`src/rtl/cache_fill_ctrl.sv`:
```
// rtl/cache_fill_ctrl.sv - cache miss controller: lookup, 4-word line fetch, fill, completion
module cache_fill_ctrl (
  input  logic         clk,
  input  logic         rst,
  input  logic         req,
  input  logic [14:0]  addr,
  input  logic         hit,
  input  logic [31:0]  mem_rdata,
  input  logic         mem_ready,
  output logic [2:0]   tag,
  output logic [9:0]   index,
  output logic [1:0]   word_offset,
  output logic [127:0] MM_data,
  output logic         mem_rd,
  output logic [14:0]  mem_addr,
  output logic         stall,
  output logic         done,
  output logic [15:0]  access_count,
  output logic [15:0]  hit_count
);

  typedef enum logic [2:0] {
    IDLE   = 3'd0,
    LOOKUP = 3'd1,
    FETCH  = 3'd2,
    FILL   = 3'd3,
    DONE   = 3'd4
  } state_t;

  state_t      state;
  state_t      state_nxt;
  logic [14:0] addr_q;
  logic [1:0]  beat;
  logic [6:0]  slot_lsb;

  assign tag         = addr_q[14:12];
  assign index       = addr_q[11:2];
  assign word_offset = addr_q[1:0];
  assign mem_addr    = {addr_q[14:2], beat};

  // Word 0 of the line sits in the most significant slot.
  assign slot_lsb = 7'd96 - {beat, 5'd0};

  always_ff @(posedge clk or negedge rst) begin
    if (!rst) state <= IDLE;
    else      state <= state_nxt;
  end

  always_comb begin
    state_nxt = state;
    mem_rd    = 1'b0;
    stall     = 1'b0;
    done      = 1'b0;
    case (state)
      IDLE:   if (req) state_nxt = LOOKUP;
      LOOKUP: begin
        stall     = 1'b1;
        state_nxt = hit ? DONE : FETCH;
      end
      FETCH: begin
        stall  = 1'b1;
        mem_rd = 1'b1;
        if (mem_ready && beat == 2'd3) state_nxt = FILL;
      end
      FILL: begin
        stall     = 1'b1;
        state_nxt = DONE;
      end
      DONE: begin
        done      = 1'b1;
        state_nxt = IDLE;
      end
      default: state_nxt = IDLE;
    endcase
  end

  always_ff @(posedge clk or negedge rst) begin
    if (!rst) begin
      addr_q       <= '0;
      beat         <= '0;
      MM_data      <= '0;
      access_count <= '0;
      hit_count    <= '0;
    end else begin
      if (state == IDLE && req) addr_q <= addr;
      if (state == LOOKUP) begin
        beat <= 2'd0;
        if (access_count != 16'hFFFF) access_count <= access_count + 16'd1;
        if (hit && hit_count != 16'hFFFF) hit_count <= hit_count + 16'd1;
      end
      if (state == FETCH && mem_ready) begin
        MM_data[slot_lsb +: 32] <= mem_rdata;
        beat                    <= beat + 2'd1;
      end
    end
  end

endmodule
```
`config.mk`:
```
export PLATFORM = sky130hd
export DESIGN_NAME = cache_fill_ctrl
export DESIGN_NICKNAME = d
export VERILOG_FILES = /design/src/rtl/cache_fill_ctrl.sv
export SDC_FILE = /design/constraint.sdc
export NUM_CORES = 1
export LEC_CHECK = 0
export CORE_ASPECT_RATIO = 1.5
export CORE_UTILIZATION = 47
export DETAILED_ROUTE_END_ITERATION = 10
export GPL_TIMING_DRIVEN = 0
export PLACE_DENSITY = 0.82
export SLEW_MARGIN = 20
export SYNTH_ARGS = -nofsm -noshare
export SYNTH_HDL_FRONTEND = slang
export SYNTH_SLANG_ARGS = --single-unit
```
`constraint.sdc`:
```
create_clock -name clk -period 2.72 [get_ports clk]
set_clock_uncertainty 0.2 [all_clocks]
set_input_delay 0.816 -clock clk [delete_from_list [all_inputs] [get_ports clk]]
set_output_delay 0.816 -clock clk [all_outputs]
set_load 0.005 [all_outputs]
```
==> qor.yml, run 1 <==
power:
  switching_share: 0.327
  seq_power_share: 0.380
  clkPwrFrac: 0.252
  vdd_drop_max_uv: 612
  power.leakage_nw: 4.76
  p_comb_frac: 0.368
  p_int_mw: 6.56
  p_sw_mw: 3.19
  fin_total_pwr_mw: 9.75
  power_density_nw_per_um2: 884
routing:
  drcViolationCount: 0
  drtPass1Iterations: 5
  avgViaCountPerCell: 5.27
  vias: 6682
  avgRoutedWirePerCell_um: 17.6
  drt_iter0_drc: 403
  ant_nets: 0
  finalWirelength_um: 22400
yosys:
  synth_ff_type: "dfrtp_1"
  avgSynthCellArea_um2: 9.76
  netlist_instances: 787
  seq_area_frac_synth: 0.587
  ys_async_sr_fraction: 1.00
  synth_cell_types: 42
  yosysWarningCount: 0
  syn_area_um2: 7680
  ys_ff_latch: 180
  synth_edf_count: 0
  synth_nets: 846
timing:
  rsz0062_at_grt: "no"
  tightestPinTransition_ns: 0.696
  finalHoldViolations: 0
  setup_viol: 0
  drv_slew: 0
  fmax_mhz: 390
  max_slew_margin: 0.536
  period_share: 0.943
  finalCriticalPeriod_ns: 2.56
worst_setup_path:
  crit_type: "flop to output pin"
  end_kind: "output pin"
  cp.arrival_ns: 1.55
  worstSetupStartpointType: "flop"
  cp.required_ns: 1.70
  critPathMaxStageDelay_ns: 0.51
  crit_fanout: 10
  crit_chain: "buf_6 > nor2_1 > clkdlybuf4s50_1"
  crit_slowest_cell: "clkdlybuf4s50_1"
global_routing:
  grt_pass1_wl_um: 35000
  gr-total-overflow: 0
  grt_start_max_net_pins: 92
  grt_pass1_vias: 6494
  grt.total_usage: 0.272
  grt_antenna_before_repair: 0
clock_tree:
  cts_buffer_depth: 2
  root_buffer: "clkbuf_16"
  cts_tree: "done"
  cts.clk_slew.worst_paths_ns: 0.08
  numCtsBuffers: 17
  clock_sinks: 180
  htreeDepth: 4
  ctsHoldBuffers: 0
  clk_latency_ns: 0.42
layout:
  stdcell_area_um2: 11000
  multi_input_area_um2: 2840
  syn_to_final_growth_pct: 43.6
  drive_gt1_frac: 0.0996
  seq_area_um2: 4510
  n_antenna_cell: 0
  fin_nets: 1110
  fill_cells: 1214
floorplanning:
  row_count: 56
  die-area_um2: 16900
  pin_count: 245
  core_um2: 15800
  die_w_um: 106
  start_util: 0.485
  die_y_um: 159
outcome:
  status: "completed"
job:
  maxCapViolations: 0
place:
  gp_congestion: 0.825
  numPortBuffers: 244
  dp.final_hpwl_um: 16300
  placed_area_um2: 10400
hold_path:
  min_path_type: "primary input to async pin"
==> worst paths after layout <==
path                                          from                       to  cells past startpoint  slack, ns
min in group clk           MM_data[84]$_DFFE_PN0P_  MM_data[84]$_DFFE_PN0P_                      2       0.28
max in group asynchronous                      rst  MM_data[47]$_DFFE_PN0P_                      2       1.24
setup / recovery              state[2]$_DFFE_PN0P_                    stall                      3       0.16
hold reg to reg            MM_data[84]$_DFFE_PN0P_  MM_data[84]$_DFFE_PN0P_                      2       0.28
setup reg to reg               beat[0]$_DFFE_PN0P_   MM_data[9]$_DFFE_PN0P_                      6       0.19
hold / removal                                 rst  MM_data[71]$_DFFE_PN0P_                      1       0.19
==> synthesized netlist by cell type, types with 2 or more instances <==
cell / number / area (µm²)
nand2_1: 281 / 1050
mux2_2: 17 / 191
a21oi_1: 2 / 10.0
and2_1: 2 / 12.5
a31oi_1: 2 / 12.5
xor2_1: 24 / 210
ha_1: 7 / 87.6
dfrtp_1: 180 / 4500
nor3b_1: 5 / 37.5
buf_4: 17 / 128
and3_1: 4 / 25.0
xnor2_1: 3 / 26.3
and4bb_2: 3 / 37.5
clkbuf_1: 25 / 93.8
o21ai_0: 120 / 601
nand4_1: 9 / 56.3
nor3_1: 9 / 45.0
inv_1: 5 / 18.8
o31ai_1: 3 / 22.5
and4_1: 2 / 17.5
nor4_1: 5 / 31.3
buf_2: 15 / 75.1
buf_6: 3 / 33.8
o21ai_1: 9 / 45.0
nor2_1: 12 / 45.0
nand3_1: 5 / 25.0
nor4_4: 3 / 63.8
==> cell families (layout without fill, tap and decap cells) <==
group           Yosys count  in the layout  synth area share
simple gates            352            352             0.207
buf+inv                  65            342            0.0455
compound gates          138            138            0.0922
fa+ha+maj                 7              7            0.0114
mux                      18             18            0.0262
flops                   180            180             0.587
xor+xnor                 27             27            0.0308
==> cell type report <==
cell class,instances,share of cell area
Clock buffer,17,0.0386
Tap cell,203,0.0230
Multi-Input combinational cell,542,0.258
Clock inverter,15,0.0149
Timing Repair Buffer,246,0.226
Sequential cell,180,0.409
Inverter,5,0.00170
Buffer,59,0.0298
==> sequential cells by signal, indices dropped and copies added (netlist names) <==
register,cells
MM_data,128
access_count,16
addr_q,15
beat,2
hit_count,16
state,3
==> stage by stage <==
step / instances / hold WS, ns / TNS (ns) / utilization / setup slack [ns]
2_1_floorplan: 787 / 0.273 / 0 / - / 0.412
3_3_place_gp: 1234 / 0.261 / -1228.37 / 0.655 / -6.80
3_5_place_dp: 1235 / 0.269 / -8.54 / 0.657 / -0.211
4_1_cts: 1267 / 0.222 / 0 / 0.695 / 0.0181
5_1_grt: 1267 / 0.246 / 0 / 0.696 / 0.00218
6_report: 1267 / 0.192 / 0 / 0.696 / 0.156
==> critical path, delay by kind of cell, from the launching register on <==
| family | cells | cell delay (ns) |
|---|---|---|
| buf+inv | 2 | 0.65 |
| flops | 1 | 0.38 |
| simple gates | 1 | 0.10 |
==> power groups by stage <==
stage                     sequential (mW)  clock, mW  combinational (mW)
after global placement               3.70          0                3.46
after CTS                            3.71       2.49                3.59
after detailed placement             3.73          0                3.55
final                                3.71       2.46                3.59
after floorplan                      3.71          0                1.49
after global routing                 3.78       2.61                3.91
==> what timing repair did <==
action / CTS / global route
endpoints found under the setup margin: 41 / 22
gates resized for setup: 6 / 6
pin swaps: 1 / 0
setup buffers: 1 / 0
==> layer usage <==
layer,share of wire,global-route usage
met5,0,0
met2,0.53,0.487
met1,0.38,0.309
met3,0.060,0.0585
met4,0.036,0.128
==> layout by cell type, fill, tap and decap left out, types with 14 or more instances in the layout <==
master / Yosys / routed
clkdlybuf4s50_1: 0 / 241
clkbuf_1: 25 / 22
buf_2: 15 / 14
xor2_1: 24 / 24
o21ai_0: 120 / 120
dfrtp_1: 180 / 178
nand2_1: 281 / 281
clkbuf_16: 0 / 17
buf_4: 17 / 18
mux2_2: 17 / 17
Power figures use the tool's default switching activity.
==> run 2: changes to the inputs <==
SLEW_MARGIN = unset   (was 20)
==> qor.yml, run 2 (synthesis results as in run 1) <==
power:
  power_density_nw_per_um2: 886  # was 884 nW/µm²
  power.leakage_nw: 4.76  # about the same
  p_int_mw: 6.57  # was 6.56 mW
  seq_power_share: 0.379  # was 0.380
  vdd_drop_max_uv: 624  # was 612 µV
  p_sw_mw: 3.20  # was 3.19 mW
  p_comb_frac: 0.369  # was 0.368
  clkPwrFrac: 0.252  # about the same
  switching_share: 0.327  # about the same
timing:
  rsz0062_at_grt: "no"  # unchanged
  period_share: 0.944  # was 0.943
  layout_setup_ws_ns: 0.151  # was 0.156 ns
  finalHoldViolations: 0  # unchanged
  fmax_mhz: 389  # was 390 MHz
  holdWs_ns: 0.133  # was 0.192 ns
  setup_viol: 0  # unchanged
  max_slew_margin: 0.622  # was 0.536
  tightestPinTransition_ns: 0.567  # was 0.696 ns
  drv_slew: 0  # unchanged
  finalCriticalPeriod_ns: 2.57  # was 2.56 ns
  tns_ns: 0  # unchanged
layout:
  reg_top3: "MM_data x128, access_count x16, hit_count x16"  # unchanged
  stdcell_area_um2: 11000  # about the same
  syn_to_final_growth_pct: 43.6  # about the same
  layout_common_cells: "nand2_1, clkdlybuf4s50_1, dfrtp_1, o21ai_0, xor2_1"  # unchanged
  drive_gt1_frac: 0.0996  # unchanged
  layout_commonest_cell: "nand2_1"  # unchanged
  multi_input_area_um2: 2840  # unchanged
  fill_cells: 1243  # was 1214
  fin_nets: 1110  # unchanged
  largest-register: "MM_data"  # unchanged
  largest_register_ffs: 128  # unchanged
  seq_area_um2: 4510  # unchanged
  n_antenna_cell: 0  # unchanged
  final_core_util: 0.697  # was 0.696
routing:
  avgViaCountPerCell: 5.32  # was 5.27
  routed.top_layer: "met4"  # unchanged
  wl_met1_um: 8290  # was 8440 µm
  ant_nets: 0  # unchanged
  drt_iter0_drc: 397  # was 403
  drtPass1Iterations: 4  # was 5
  avgRoutedWirePerCell_um: 17.7  # was 17.6 µm
  vias: 6744  # was 6682
  drcViolationCount: 0  # unchanged
  finalWirelength_um: 22400  # about the same
  wl_met3_um: 1420  # was 1340 µm
  dr_wl_met2_um: 11800  # about the same
worst_setup_path:
  cp_top_family: "buffers and inverters"  # unchanged
  crit_fanout: 9  # was 10
  r2r_slack_ns: 0.20  # was 0.19 ns
  worstSetupStartpointType: "flop"  # unchanged
  critPathMaxStageDelay_ns: 0.51  # about the same
  path_depth: 4  # was 3
  crit_slowest_cell: "clkdlybuf4s50_1"  # unchanged
  crit_buf_inv: 2  # unchanged
  cp.required_ns: 1.70  # about the same
  crit_type: "flop to output pin"  # unchanged
  end_kind: "output pin"  # unchanged
  cp.arrival_ns: 1.55  # about the same
  rr_worst_depth: 6  # unchanged
  crit_chain: "buf_4 > nor2_2 > nor2_1 > clkdlybuf4s50_1"  # was buf_6 > nor2_1 > clkdlybuf4s50_1
place:
  placed_area_um2: 10400  # unchanged
  dp.final_hpwl_um: 16400  # was 16300 µm
  numPortBuffers: 244  # unchanged
  place_ws_ns: -0.196  # was -0.211 ns
  gp_congestion: 0.825  # unchanged
floorplanning:
  core_um2: 15800  # unchanged
  pin_count: 245  # unchanged
  row_count: 56  # unchanged
  die_w_um: 106  # unchanged
  start_util: 0.485  # unchanged
  die_y_um: 159  # unchanged
  die-area_um2: 16900  # unchanged
clock_tree:
  htreeDepth: 4  # unchanged
  cts.clk_slew.worst_paths_ns: 0.08  # about the same
  ctsHoldBuffers: 0  # unchanged
  numCtsBuffers: 17  # unchanged
  clk_latency_ns: 0.42  # about the same
  cts_buffer_depth: 2  # unchanged
  cts_tree: "done"  # unchanged
  clock_sinks: 180  # unchanged
  root_buffer: "clkbuf_16"  # unchanged
global_routing:
  gr-total-overflow: 0  # unchanged
  grt_start_max_net_pins: 112  # was 92
  grt.total_usage: 0.273  # was 0.272
  grt_pass1_vias: 6601  # was 6494
  grt_antenna_before_repair: 0  # unchanged
  grt_pass1_wl_um: 35200  # was 35000 µm
hold_path:
  min_path_type: "primary input to async pin"  # unchanged
job:
  maxCapViolations: 0  # unchanged
outcome:
  status: "completed"  # unchanged
[run 2: cell count changes in the layout (fill, tap and decap cells not counted)]
cell,previous run,this run
inv_6,6,5
inv_8,2,3
[run 2: layout make-up]
class,instances,share of cell area
Tap cell,203,0.0230
Buffer,59,0.0298
Inverter,5,0.00170
Timing Repair Buffer,246,0.226
Sequential cell,180,0.409
Multi-Input combinational cell,542,0.258
Clock buffer,17,0.0386
Clock inverter,15,0.0151
[run 2: layer usage]
| metal | vias to the layer above | track usage |
|---|---|---|
| met4 | 0 | 0.136 |
| met2 | 301 | 0.489 |
| li1 | 3122 | - |
| met1 | 3264 | 0.312 |
| met3 | 57 | 0.0516 |
| met5 | - | 0 |
[run 2: worst reg2reg max path, stage by stage (launching register included)]
cell and delay (ns):
dfrtp_2 0.51, inv_1 0.14, ha_2 0.37, nor3_2 0.41, clkbuf_1 0.48, nand2_1 0.12, o21ai_0 0.22
[run 2: path summary, 6_finish.rpt]
path / endpoint / from
worst max-delay path: stall / state[0]$_DFFE_PN0P_
worst min-delay path: MM_data[102]$_DFFE_PN0P_ / rst
worst max register to register: MM_data[126]$_DFFE_PN0P_ / beat[0]$_DFFE_PN0P_
worst min register to register: MM_data[10]$_DFFE_PN0P_ / MM_data[10]$_DFFE_PN0P_
max in group asynchronous: MM_data[77]$_DFFE_PN0P_ / rst
min in group clk: MM_data[10]$_DFFE_PN0P_ / MM_data[10]$_DFFE_PN0P_
[run 2: power groups by stage]
stage                     Combinational [mW]  Clock [mW]  Sequential, mW
final                                   3.60        2.46            3.70
after floorplan                         1.49           0            3.71
after detailed placement                3.56           0            3.73
after global routing                    3.92        2.62            3.78
after CTS                               3.59        2.50            3.70
after global placement                  3.46           0            3.70
[run 2: through the flow]
step                      power, mW  std cells
after floorplan                5.21        787
after global placement         7.17       1234
after detailed placement       7.29       1235
after CTS                      9.79       1266
after global routing           10.3       1267
final                          9.77       1267
[run 2: repair_timing]
action	in CTS	in global routing
setup buffers	0	1
gates resized for setup	6	5
endpoints found under the setup margin	41	45
pin swaps	1	1
==> run 3: changes to the inputs <==
CORE_UTILIZATION = 42   (was 47)
GPL_TIMING_DRIVEN = unset   (was 0)
PLACE_DENSITY = 0.78   (was 0.82)
clock period = 2.35 ns   (was 2.72 ns; I/O delays follow)
==> qor.yml, run 3 (synthesis results as in run 1) <==
routing:
  drtPass1Iterations: 5  # was 4
  vias: 6442  # was 6744
  drt_iter0_drc: 364  # was 397
  drcViolationCount: 0  # unchanged
  avgRoutedWirePerCell_um: 16.7  # was 17.7 µm
  ant_nets: 0  # unchanged
  finalWirelength_um: 21000  # was 22400 µm
  avgViaCountPerCell: 5.12  # was 5.32
hold_path:
  min-delay-start: "MM_data[88]$_DFFE_PN0P_"
  hold_depth: 2
  min_path_type: "flop to flop"  # was primary input to async pin
  hold_path_end: "MM_data[88]$_DFFE_PN0P_"
layout:
  drive_gt1_frac: 0.121  # was 0.0996
  reg_top3: "MM_data x128, access_count x16, hit_count x16"  # unchanged
  layout_commonest_cell: "nand2_1"  # unchanged
  fin_nets: 1087  # was 1110
  largest_register_ffs: 128  # unchanged
  largest-register: "MM_data"  # unchanged
  layout_common_cells: "nand2_1, clkdlybuf4s50_1, dfrtp_1, o21ai_0, xor2_1"  # unchanged
  syn_to_final_growth_pct: 45.6  # was 43.6%
  n_antenna_cell: 0  # unchanged
clock_tree:
  cts_buffer_depth: 2  # unchanged
  cts.clk_slew.worst_paths_ns: 0.07  # was 0.08 ns
  clk_latency_ns: 0.42  # about the same
  htreeDepth: 4  # unchanged
  clock_sinks: 180  # unchanged
  cts_tree: "done"  # unchanged
  root_buffer: "clkbuf_16"  # unchanged
  numCtsBuffers: 17  # unchanged
worst_setup_path:
  worstSetupStartpointType: "flop"  # unchanged
  cp-startpoint: "hit_count[2]$_DFFE_PN0P_"  # was state[0]$_DFFE_PN0P_
  r2r-end: "hit_count[2]$_DFFE_PN0P_"  # was MM_data[126]$_DFFE_PN0P_
  cp.arrival_ns: 1.40  # was 1.55 ns
  end_kind: "output pin"  # unchanged
  cp_top_family: "buffers and inverters"  # unchanged
  crit_fanout: 6  # was 9
  r2r_slack_ns: 0.22  # was 0.20 ns
  critPathMaxStageDelay_ns: 0.54  # was 0.51 ns
  rr_worst_depth: 8  # was 6
  cp.required_ns: 1.44  # was 1.70 ns
  crit_chain: "clkdlybuf4s50_1"  # was buf_4 > nor2_2 > nor2_1 > clkdlybuf4s50_1
  crit_type: "flop to output pin"  # unchanged
  r2r_start: "state[1]$_DFFE_PN0P_"  # was beat[0]$_DFFE_PN0P_
  crit_buf_inv: 1  # was 2
  crit_slowest_cell: "clkdlybuf4s50_1"  # unchanged
timing:
  drv_slew: 0  # unchanged
  period_share: 0.982
  tightestPinTransition_ns: 0.458  # was 0.567 ns
  finalCriticalPeriod_ns: 2.31
  rsz0062_at_grt: "no"  # unchanged
  tns_ns: 0  # unchanged
  setup_viol: 0  # unchanged
  fmax_mhz: 433
  max_slew_margin: 0.694  # was 0.622
  finalHoldViolations: 0  # unchanged
floorplanning:
  die_y_um: 168  # was 159 µm
  start_util: 0.428  # was 0.485
  pin_count: 245  # unchanged
  row_count: 60  # was 56
  core_um2: 17900  # was 15800 µm²
  die-area_um2: 18800  # was 16900 µm²
  die_w_um: 112  # was 106 µm
job:
  maxCapViolations: 0  # unchanged
place:
  gp_congestion: 0.766  # was 0.825
  dp.final_hpwl_um: 14900  # was 16400 µm
  numPortBuffers: 244  # unchanged
power:
  vdd_drop_max_uv: 704  # was 624 µV
  power.leakage_nw: 4.78  # was 4.76 nW
  fin_total_pwr_mw: 11.4  # was 9.77 mW
  power_density_nw_per_um2: 1020  # was 886 nW/µm²
global_routing:
  grt_start_max_net_pins: 54  # was 112
  grt_pass1_wl_um: 33900  # was 35200 µm
  grt.total_usage: 0.232  # was 0.273
  grt_antenna_before_repair: 0  # unchanged
  grt_pass1_vias: 6328  # was 6601
  gr-total-overflow: 0  # unchanged
outcome:
  status: "completed"  # unchanged
-- run 3: timing repair --
action,4_1_cts,5_1_grt
endpoints found under the setup margin,11,50
endpoints found under the hold margin,31,0
pin swaps,0,1
hold buffers,1,0
buffers inserted,7,3
gates resized for setup,14,13
cloned,0,0
-- run 3: metrics by stage --
| stage | setup slack (ns) | hold WS [ns] | utilization | std cells | instance area [µm²] |
|---|---|---|---|---|---|
| after CTS | 0.00831 | 0.284 | 0.621 | 1255 | 11100 |
| after global routing | 0.000481 | 0.298 | 0.623 | 1258 | 11200 |
| after global placement | 0.0412 | 0.261 | 0.583 | 1215 | 10500 |
| after floorplan | 0.0415 | 0.209 | - | 787 | 7680 |
| final | 0.0412 | 0.279 | 0.623 | 1258 | 11200 |
| after detailed placement | 0.00504 | 0.269 | 0.583 | 1215 | 10500 |
-- run 3: cell type report --
class	count	area [µm²]
sequential	180	4520
multi-input combinational	542	2880
clock buffer	18	429
timing repair buffer	282	2880
fill	1432	6760
inverter	5	18.8
tap	217	272
clock inverter	14	175
-- run 3: worst max path at each step --
stage                                          end  slack, ns  depth (start not counted)
after floorplan           MM_data[119]$_DFFE_PN0P_       0.04                          6
after global placement    hit_count[3]$_DFFE_PN0P_       0.04                          5
after detailed placement  MM_data[124]$_DFFE_PN0P_      0.005                          5
final                                 hit_count[2]       0.04                          1
after CTS                                   mem_rd      0.008                          3
after global routing                 hit_count[10]     0.0005                          1
-- run 3: routing by layer --
layer	vias to the layer above	global-route usage	share of wire	wire length (µm)
met2	234	0.412	0.52	10800
met5	-	0	0	0
met4	0	0.109	0.032	678
met3	41	0.0445	0.054	1120
met1	3092	0.267	0.40	8330
li1	3075	-	-	-
-- run 3: worst reg2reg max path, delay by kind of cell, from the launching register on --
family,cells,cell delay (ns)
buf+inv,4,0.62
flops,1,0.41
simple gates,3,0.64
xor+xnor,1,0.17
-- run 3: where the power goes --
part | internal (mW) | switching [mW] | leakage (nW)
Combinational | 2.37 | 1.86 | 2.08
Clock | 1.69 | 1.25 | 0.299
Sequential | 3.78 | 0.483 | 2.41
==> RTL edit (flow settings as in run 2) <==
Re-encode `state_t` (5 states) as Gray code, 3 bits wide.
--- a/src/rtl/cache_fill_ctrl.sv
+++ b/src/rtl/cache_fill_ctrl.sv
@@ -21,9 +21,9 @@
 
   typedef enum logic [2:0] {
-    IDLE   = 3'd0,
-    LOOKUP = 3'd1,
-    FETCH  = 3'd2,
-    FILL   = 3'd3,
-    DONE   = 3'd4
+    IDLE   = 3'b000,
+    LOOKUP = 3'b001,
+    FETCH  = 3'b011,
+    FILL   = 3'b010,
+    DONE   = 3'b110
   } state_t;
 
Formal check against the unedited RTL: no difference found for any inputs over 4 cycles, from zero or initial values and one cycle with rst low; so few cycles prove little.
==> RTL edit against run 2 <==
Synthesized cell count decreased by 7.9%; utilization increased by 0.30 points; power decreased by 3.5%; cell area decreased by 0.91%; area after synthesis decreased by 2.2%; clock power increased by 2%; sequential cell count unchanged; worst setup slack got worse by 0.058 ns; count of clock-buffer cells in the layout increased by 2; die area decreased by 2.2%; wire length decreased by 5.8%.
==> RTL edit: results (changes against run 2) <==
Status
  • Run status: finished clean

Routing
  • WL met2: 10.7 mm (-9.4%)
  • Initial drt markers: 318 (-20%)
  • Met1 Wirelength: 8.46 mm (+2.1%)
  • Via count: 6425 (-4.7%)

Global route
  • GRT met2 Usage: 0.449 (-0.0396)
  • Largest net degree at the start of global routing: 116 (+3.6%)
  • Routing usage on met1: 0.313 (+0.00158)
  • M3 GR Usage: 0.0579 (+0.00632)
  • Global-route wire length before repair: 33.1 mm (-6.0%)
  • Number of global-route vias before repair: 6151 (-6.8%)
  • Overall Global Routing Usage: 0.261 (-0.0127)

Placed design
  • Dpl hpwl: 15.3 mm (-6.9%)
  • Post-place setup slack: -0.504 ns (-0.308 ns)
  • Global placement routability congestion: 0.804 (-2.7%)
  • Post-DP Area: 10200 sq um (-1.6%)

Yosys
  • Synth top cells by count: nand2_1, dfrtp_1, o21ai_0, a22o_1, clkbuf_1
  • Gate Count Post-Synth: 725 (-7.9%)

Power and ir drop
  • Combinational power: 3310 uW (-8.1%)
  • Sequential power: 3600 uW (-3%)
  • Seq pwr share: 0.381 (+0.002)
  • Int Pwr: 6450 uW (-1.9%)

Clock tree
  • CTS-repair resized insts: 9 (+3)

Timing
  • Worst slew margin: 0.500 (-0.122)

Critical path
  • Setup crit end: mem_rd
  • Critical path's slowest cell: dfrtp_1
  • Crit path DAT: 1.61 ns (+0.06 ns)

Cells and area
  • Final #Nets: 1053 (-5.1%)
[RTL edit: changes by cell type after synthesis, sizes merged, moves of 4 or more]
cell    before  now
a21oi        2    8
a22o         0   33
and4         2    7
buf         35   23
clkbuf      25   29
mux2        17   21
nand2      281  209
nand2b       0    5
nand3        5   13
nor3b        6    1
o21ai      129   99
xnor2        3    7
xor2        24   14
[RTL edit: cells by family (layout without fill, tap and decap cells)]
kind of cell / Yosys count / in the layout / synth area share
buf+inv: 56 / 338 / 0.0378
fa+ha+maj: 7 / 7 / 0.0117
mux: 21 / 21 / 0.0315
flops: 180 / 180 / 0.600
compound gates: 150 / 150 / 0.120
xor+xnor: 21 / 21 / 0.0245
simple gates: 290 / 290 / 0.175
[RTL edit: area by class of cell]
cell class	instances	area share
flip-flops and latches	180	0.412
multi-input cells	489	0.253
repair buffers	250	0.230
clock buffers	19	0.0405
plain buffers	52	0.0252
well taps	203	0.0232
clock inverters	13	0.0149
inverters	4	0.00137
